==> config.mk <==
export PLATFORM = sky130hd
export DESIGN_NAME = icache_line_refill
export DESIGN_NICKNAME = d
export VERILOG_FILES = /design/src/rtl/icache_pkg.sv /design/src/rtl/icache_line_assembler.sv /design/src/rtl/icache_line_refill.sv
export SDC_FILE = /design/constraint.sdc
export NUM_CORES = 1
export LEC_CHECK = 0
export ABC_AREA = 1
export CORE_AREA = 8 8 253 255
export DETAILED_ROUTE_END_ITERATION = 6
export DIE_AREA = 0 0 261 263
export GPL_TIMING_DRIVEN = 0
export HOLD_SLACK_MARGIN = 0.02
export PLACE_DENSITY = 0.72
export SYNTH_ARGS = -nofsm -noshare
export SYNTH_HDL_FRONTEND = slang
export SYNTH_SLANG_ARGS = --single-unit
==> constraint.sdc <==
create_clock -name CLK -period 2.3 [get_ports CLK]
set_input_delay 0.345 -clock CLK [delete_from_list [all_inputs] [get_ports CLK]]
set_output_delay 0.345 -clock CLK [all_outputs]
set_load 0.1 [all_outputs]
==> src/rtl/icache_pkg.sv <==
// rtl/icache_pkg.sv - shared widths, refill state encoding and address helpers for the icache refill path
package icache_pkg;

  localparam int ADDR_W   = 32;
  localparam int LINE_W   = 512;
  localparam int BEAT_W   = 32;
  localparam int SETS     = 512;
  localparam int INDEX_W  = $clog2(SETS);
  localparam int OFFSET_W = $clog2(LINE_W / 8);
  localparam int TAG_W    = ADDR_W - INDEX_W - OFFSET_W;
  localparam int BEATS    = LINE_W / BEAT_W;

  typedef enum logic [2:0] {
    ST_IDLE          = 3'd0,
    ST_REQUEST       = 3'd1,
    ST_COLLECT       = 3'd2,
    ST_WRITE         = 3'd3,
    ST_DONE          = 3'd4,
    ST_FLUSH         = 3'd5,
    ST_FLUSH_DONE_ST = 3'd6
  } refill_state_e;

  function automatic logic [INDEX_W-1:0] line_index(input logic [ADDR_W-1:0] addr);
    return addr[OFFSET_W +: INDEX_W];
  endfunction

  function automatic logic [TAG_W-1:0] line_tag(input logic [ADDR_W-1:0] addr);
    return addr[ADDR_W-1 -: TAG_W];
  endfunction

  function automatic logic [ADDR_W-1:0] line_align(input logic [ADDR_W-1:0] addr);
    return {addr[ADDR_W-1:OFFSET_W], {OFFSET_W{1'b0}}};
  endfunction

endpackage

==> src/rtl/icache_line_assembler.sv <==
// rtl/icache_line_assembler.sv - beat counter and line buffer that packs narrow response beats into one cache line
module icache_line_assembler #(
  parameter int LINE_WIDTH = 512,
  parameter int BEAT_WIDTH = 32
) (
  input  logic                  CLK,
  input  logic                  RESET_N,
  input  logic                  clear,
  input  logic                  insert,
  input  logic [BEAT_WIDTH-1:0] beat,
  output logic [LINE_WIDTH-1:0] line,
  output logic                  last
);

  localparam int BEATS = LINE_WIDTH / BEAT_WIDTH;
  localparam int CNT_W = $clog2(BEATS);

  logic [CNT_W-1:0] count;

  // Beat k always lands in slot k; the counter is reset on every miss accept.
  always_ff @(posedge CLK or negedge RESET_N) begin
    if (!RESET_N) begin
      count <= '0;
      line  <= '0;
    end else if (clear) begin
      count <= '0;
    end else if (insert) begin
      for (int i = 0; i < BEATS; i++) begin
        if (count == CNT_W'(i)) begin
          line[i*BEAT_WIDTH +: BEAT_WIDTH] <= beat;
        end
      end
      count <= count + 1'b1;
    end
  end

  assign last = (count == CNT_W'(BEATS - 1));

endmodule

==> src/rtl/icache_line_refill.sv <==
// rtl/icache_line_refill.sv - icache miss refill engine: line request, beat collection, line/tag write and invalidate sweep
module icache_line_refill
  import icache_pkg::*;
#(
  parameter int ADDR_WIDTH = ADDR_W,
  parameter int LINE_WIDTH = LINE_W,
  parameter int BEAT_WIDTH = BEAT_W,
  parameter int SET_DEPTH  = SETS
) (
  input  logic                                                          CLK,
  input  logic                                                          RESET_N,
  input  logic                                                          MISS_VALID,
  input  logic [ADDR_WIDTH-1:0]                                         MISS_ADDRESS,
  output logic                                                          MISS_READY,
  input  logic                                                          FLUSH,
  output logic                                                          MEM_REQ_VALID,
  output logic [ADDR_WIDTH-1:0]                                         MEM_REQ_ADDRESS,
  input  logic                                                          MEM_REQ_READY,
  input  logic                                                          MEM_RESP_VALID,
  input  logic [BEAT_WIDTH-1:0]                                         MEM_RESP_DATA,
  output logic                                                          MEM_RESP_READY,
  output logic [$clog2(SET_DEPTH)-1:0]                                  DATA_WRITE_ADDRESS,
  output logic [LINE_WIDTH-1:0]                                         DATA_WRITE_LINE,
  output logic                                                          DATA_WRITE_ENABLE,
  output logic [$clog2(SET_DEPTH)-1:0]                                  TAG_WRITE_ADDRESS,
  output logic [ADDR_WIDTH-$clog2(SET_DEPTH)-$clog2(LINE_WIDTH/8):0]    TAG_WRITE_DATA,
  output logic                                                          TAG_WRITE_ENABLE,
  output logic                                                          REFILL_DONE,
  output logic                                                          FLUSH_DONE,
  output logic                                                          BUSY
);

  localparam int INDEX_WIDTH  = $clog2(SET_DEPTH);
  localparam int OFFSET_WIDTH = $clog2(LINE_WIDTH / 8);
  localparam int TAG_WIDTH    = ADDR_WIDTH - INDEX_WIDTH - OFFSET_WIDTH;
  localparam int LINE_BEATS   = LINE_WIDTH / BEAT_WIDTH;

  localparam logic [2:0] S_IDLE          = ST_IDLE;
  localparam logic [2:0] S_REQUEST       = ST_REQUEST;
  localparam logic [2:0] S_COLLECT       = ST_COLLECT;
  localparam logic [2:0] S_WRITE         = ST_WRITE;
  localparam logic [2:0] S_DONE          = ST_DONE;
  localparam logic [2:0] S_FLUSH         = ST_FLUSH;
  localparam logic [2:0] S_FLUSH_DONE_ST = ST_FLUSH_DONE_ST;

  if (LINE_BEATS < 2 || (LINE_BEATS & (LINE_BEATS - 1)) != 0 ||
      LINE_BEATS * BEAT_WIDTH != LINE_WIDTH) begin : g_bad_beats
    $error("icache_line_refill: LINE_WIDTH/BEAT_WIDTH must be a power of two >= 2");
  end

  logic [2:0]              state;
  logic [TAG_WIDTH-1:0]    tag_q;
  logic [INDEX_WIDTH-1:0]  index_q;
  logic [INDEX_WIDTH-1:0]  set_cnt;
  logic                    miss_accept;
  logic                    beat_insert;
  logic                    beat_last;
  logic [LINE_WIDTH-1:0]   line_buf;
  logic                    unused_offset;

  assign miss_accept   = (state == S_IDLE) && !FLUSH && MISS_VALID;
  assign beat_insert   = (state == S_COLLECT) && MEM_RESP_VALID;
  assign unused_offset = ^MISS_ADDRESS[OFFSET_WIDTH-1:0];

  icache_line_assembler #(
    .LINE_WIDTH (LINE_WIDTH),
    .BEAT_WIDTH (BEAT_WIDTH)
  ) u_assembler (
    .CLK     (CLK),
    .RESET_N (RESET_N),
    .clear   (miss_accept),
    .insert  (beat_insert),
    .beat    (MEM_RESP_DATA),
    .line    (line_buf),
    .last    (beat_last)
  );

  always_ff @(posedge CLK or negedge RESET_N) begin
    if (!RESET_N) begin
      state   <= S_IDLE;
      tag_q   <= '0;
      index_q <= '0;
      set_cnt <= '0;
    end else begin
      case (state)
        S_IDLE: begin
          // A flush request wins over a simultaneous miss; the miss stays unaccepted.
          if (FLUSH) begin
            set_cnt <= '0;
            state   <= S_FLUSH;
          end else if (MISS_VALID) begin
            tag_q   <= MISS_ADDRESS[ADDR_WIDTH-1 -: TAG_WIDTH];
            index_q <= MISS_ADDRESS[OFFSET_WIDTH +: INDEX_WIDTH];
            state   <= S_REQUEST;
          end
        end
        S_REQUEST: begin
          if (MEM_REQ_READY) begin
            state <= S_COLLECT;
          end
        end
        S_COLLECT: begin
          if (MEM_RESP_VALID && beat_last) begin
            state <= S_WRITE;
          end
        end
        S_WRITE:  state <= S_DONE;
        S_DONE:   state <= S_IDLE;
        S_FLUSH: begin
          set_cnt <= set_cnt + 1'b1;
          if (set_cnt == INDEX_WIDTH'(SET_DEPTH - 1)) begin
            state <= S_FLUSH_DONE_ST;
          end
        end
        S_FLUSH_DONE_ST: state <= S_IDLE;
        default:         state <= S_IDLE;
      endcase
    end
  end

  // All strobes decode the registered state only, so no input reaches an output combinationally.
  assign MISS_READY         = (state == S_IDLE);
  assign BUSY               = (state != S_IDLE);
  assign MEM_REQ_VALID      = (state == S_REQUEST);
  assign MEM_REQ_ADDRESS    = {tag_q, index_q, {OFFSET_WIDTH{1'b0}}};
  assign MEM_RESP_READY     = (state == S_COLLECT);
  assign DATA_WRITE_ENABLE  = (state == S_WRITE);
  assign DATA_WRITE_ADDRESS = index_q;
  assign DATA_WRITE_LINE    = line_buf;
  assign TAG_WRITE_ENABLE   = (state == S_WRITE) || (state == S_FLUSH);
  assign TAG_WRITE_ADDRESS  = (state == S_FLUSH) ? set_cnt : index_q;
  assign TAG_WRITE_DATA     = (state == S_FLUSH) ? '0 : {1'b1, tag_q};
  assign REFILL_DONE        = (state == S_DONE);
  assign FLUSH_DONE         = (state == S_FLUSH_DONE_ST);

endmodule

==> reports/metrics.cfg <==
[outcome]
status = complete, but fails checks
violations = setup timing

[routing]
via_count = 20900
ant_nets = 0
drt-initial-drc-count = 1879
wire_per_inst_um = 23.9
drc = 0
routed_wl_um = 98400
post_drt_via_cell_ratio = 5.07
drt-pass1-iter-count = 5

[floorplanning]
core_sq_mm = 0.0599
die_w_um = 261
initial_core_util_pct = 37.3
fp-row-count = 90
die_y_um = 263
io_pins = 658
fp.dieArea_sq_mm = 0.0686

[timing]
timing.final.ws_setup_ns = -0.0370
tightest_slew_ns = 1.10
maxSlewHeadroom_pct = 27.0
skew_ns = 0.0194
slew_violations = 0
hold_violations = 0
setup_viol = 10
fin_crit_sh_pct = 102
rsz0062_at_grt = true
finalSetupTns_ns = -0.110
fmax_mhz = 428
min_period_ns = 2.34

[clocking]
cts_made_buffers = 60
cts_tree = built
cts.clk_slew.worst_paths_ns = 0.06
cts-root-buf = clkbuf_16
clk_latency_ns = 0.62
ctsHtreeMaxLevel = 2
clk_path_buf_depth = 3
clock_sinks = 554

[synthesis]
synth_xor_area_share_pct = 0
synth_fa_ha_area_share_pct = 0.336
ys_seq_area_share_pct = 62.0
synth_compound_area_share_pct = 12.6
synthFlopType = dfrtp_1
syn_area_per_cell_sq_um = 8.78
synthCells = 2549
synth_top_family_by_area = simple AND/OR/NAND/NOR gates
ys_ff_latch = 554
synthSimpleGateAreaFrac_pct = 19.1
synthArstFlopShare_pct = 100
synth_area_sq_mm = 0.0224
yosys_warnings = 0
muxShareOfSynthArea_pct = 0
synth_edf_count = 0
ys_types = 22

[placement]
gp_congestion = 0.880
hpwl_um = 71800
port_buffers = 645
placedCellCount = 3985

[grt]
grt_pass1_wl_um = 142000
grt_max_degree = 121
antenna_found_initial = 4
grt_usage_pct = 27.8
grt.overflow.total = 0
grt_pass1_vias = 20500

[worst_setup_path]
critPathArrivalTime_ns = 2.80
worstPathRequired_ns = 2.76
start_kind = flip-flop
end_kind = flip-flop
cp_max_fo = 10
critical_path_class = flip-flop to flip-flop

[pwr]
cellPowerDensity_mw_per_mm2 = 1700
leakage_uw = 0.0171
total_power_uw = 53800
ir_drop_mv = 2.50

[cells_and_area]
layout.nets = 3360
drive_above_1_share_pct = 9.72
final_cells = 4118
postLayoutCoreUtil_pct = 52.9
area_growth_pct = 41.7

[job]
cap_violations = 0

[worst_hold_path]
hold_path.class = input port to async pin

[repair_timing]
action / 4_1_cts / 5_1_grt
hold endpoints to repair: 98 / 0
hold buffers: 1 / 0
buffers inserted: 9 / 9
endpoints found under the setup margin: 746 / 351
pin swaps: 2 / 3
resized for setup: 841 / 63
[worst max-delay path, stage by stage (launching register included)]
cell and delay, ns:
dfrtp_2 0.47, nor2_4 0.17, nand2_2 0.16, nor2_4 0.21
nand3_1 0.49, clkbuf_2 0.45, nand2_1 0.14, o21ai_0 0.09
[cell type report]
| class | instances | area [sq um] |
|---|---|---|
| fill | 5642 | 28200 |
| sequential | 554 | 13900 |
| inverter | 107 | 434 |
| clock buffer | 93 | 1780 |
| multi-input combinational | 1690 | 7320 |
| timing repair buffer | 668 | 6130 |
| buffer | 203 | 981 |
| clock inverter | 18 | 211 |
| tap | 782 | 978 |
| antenna | 3 | 7.51 |
[cells in the mapped netlist, types with 7 or more instances]
| library cell | count | area [sq um] |
|---|---|---|
| o21ai_0 | 218 | 1090 |
| inv_1 | 105 | 394 |
| nor3_1 | 7 | 35.0 |
| nand3_1 | 14 | 70.1 |
| nand2_1 | 1057 | 3970 |
| o21ai_1 | 340 | 1700 |
| buf_2 | 76 | 380 |
| nor2_2 | 12 | 75.1 |
| nor2_1 | 20 | 75.1 |
| buf_4 | 16 | 120 |
| clkbuf_1 | 106 | 398 |
| dfrtp_1 | 554 | 13900 |
[metal layers]
layer	wire [um]	vias to the layer above	GRT usage (%)
met5	9	-	0
met4	4310	2	11.3
met3	8690	204	7.52
met2	46300	856	45.4
met1	39100	10300	34.7
li1	-	9554	-
[per-stage QoR]
step	worst slack (ns)	hold WS (ns)	cell area, sq um
5_1_grt	-0.146	0.284	31700
3_5_place_dp	-0.905	0.465	30000
3_3_place_gp	-24.65	0.461	29900
2_1_floorplan	-0.488	0.0494	22500
4_1_cts	-0.0197	0.265	31600
6_report	-0.0370	0.295	31700
[kinds of logic after synthesis]
group | Yosys count
simple gates | 1116
buf+inv | 310
other cells | 1
flops | 554
fa+ha+maj | 6
compound gates | 562
[power by group]
part / switching (uW) / leakage, uW / internal (uW)
logic: 25800 / 0.00893 / 4500
clock network: 4100 / 0.000978 / 5750
registers: 1460 / 0.00716 / 12100
total: 31400 / 0.0171 / 22400
[state kept, by name, summed over array words and instances, names as in the netlist]
register and count:
tag_q 17, DATA_WRITE_ADDRESS 9, u_assembler.count 4, set_cnt 9, u_assembler.line 512, state 3
[cells in the final DEF (no fill, tap or decap), drive strengths merged, types with 3 or more instances in the layout]
cell type	netlist	layout
inv	107	99
dlygate4sd2	0	498
clkinvlp	0	9
nand3	15	15
nor2	36	36
clkinv	0	13
nor3	7	7
o21ai	558	558
dfrtp	554	554
buf	97	153
diode	0	3
ha	6	6
clkdlybuf4s50	0	62
clkbuf	106	211
a21oi	3	3
nand2	1058	1058
bufinv	0	4
clkdlybuf4s15	0	39
conb	1	6
[final timing paths]
check	start	end	slack, ns	depth (start not counted)
worst max-delay path	state[0]$_DFFE_PN0P_	u_assembler.line[399]$_DFFE_PN0P_	-0.04	7
worst min-delay path	RESET_N	u_assembler.line[47]$_DFFE_PN0P_	0.30	2
worst max register to register	state[0]$_DFFE_PN0P_	u_assembler.line[399]$_DFFE_PN0P_	-0.04	7
worst min register to register	u_assembler.line[70]$_DFFE_PN0P_	u_assembler.line[70]$_DFFE_PN0P_	0.47	2
max in group asynchronous	RESET_N	state[0]$_DFFE_PN0P_	0.41	4
min in group CLK	MISS_ADDRESS[14]	DATA_WRITE_ADDRESS[8]$_DFFE_PN0P_	0.30	3
Power figures use the tool's default switching activity.
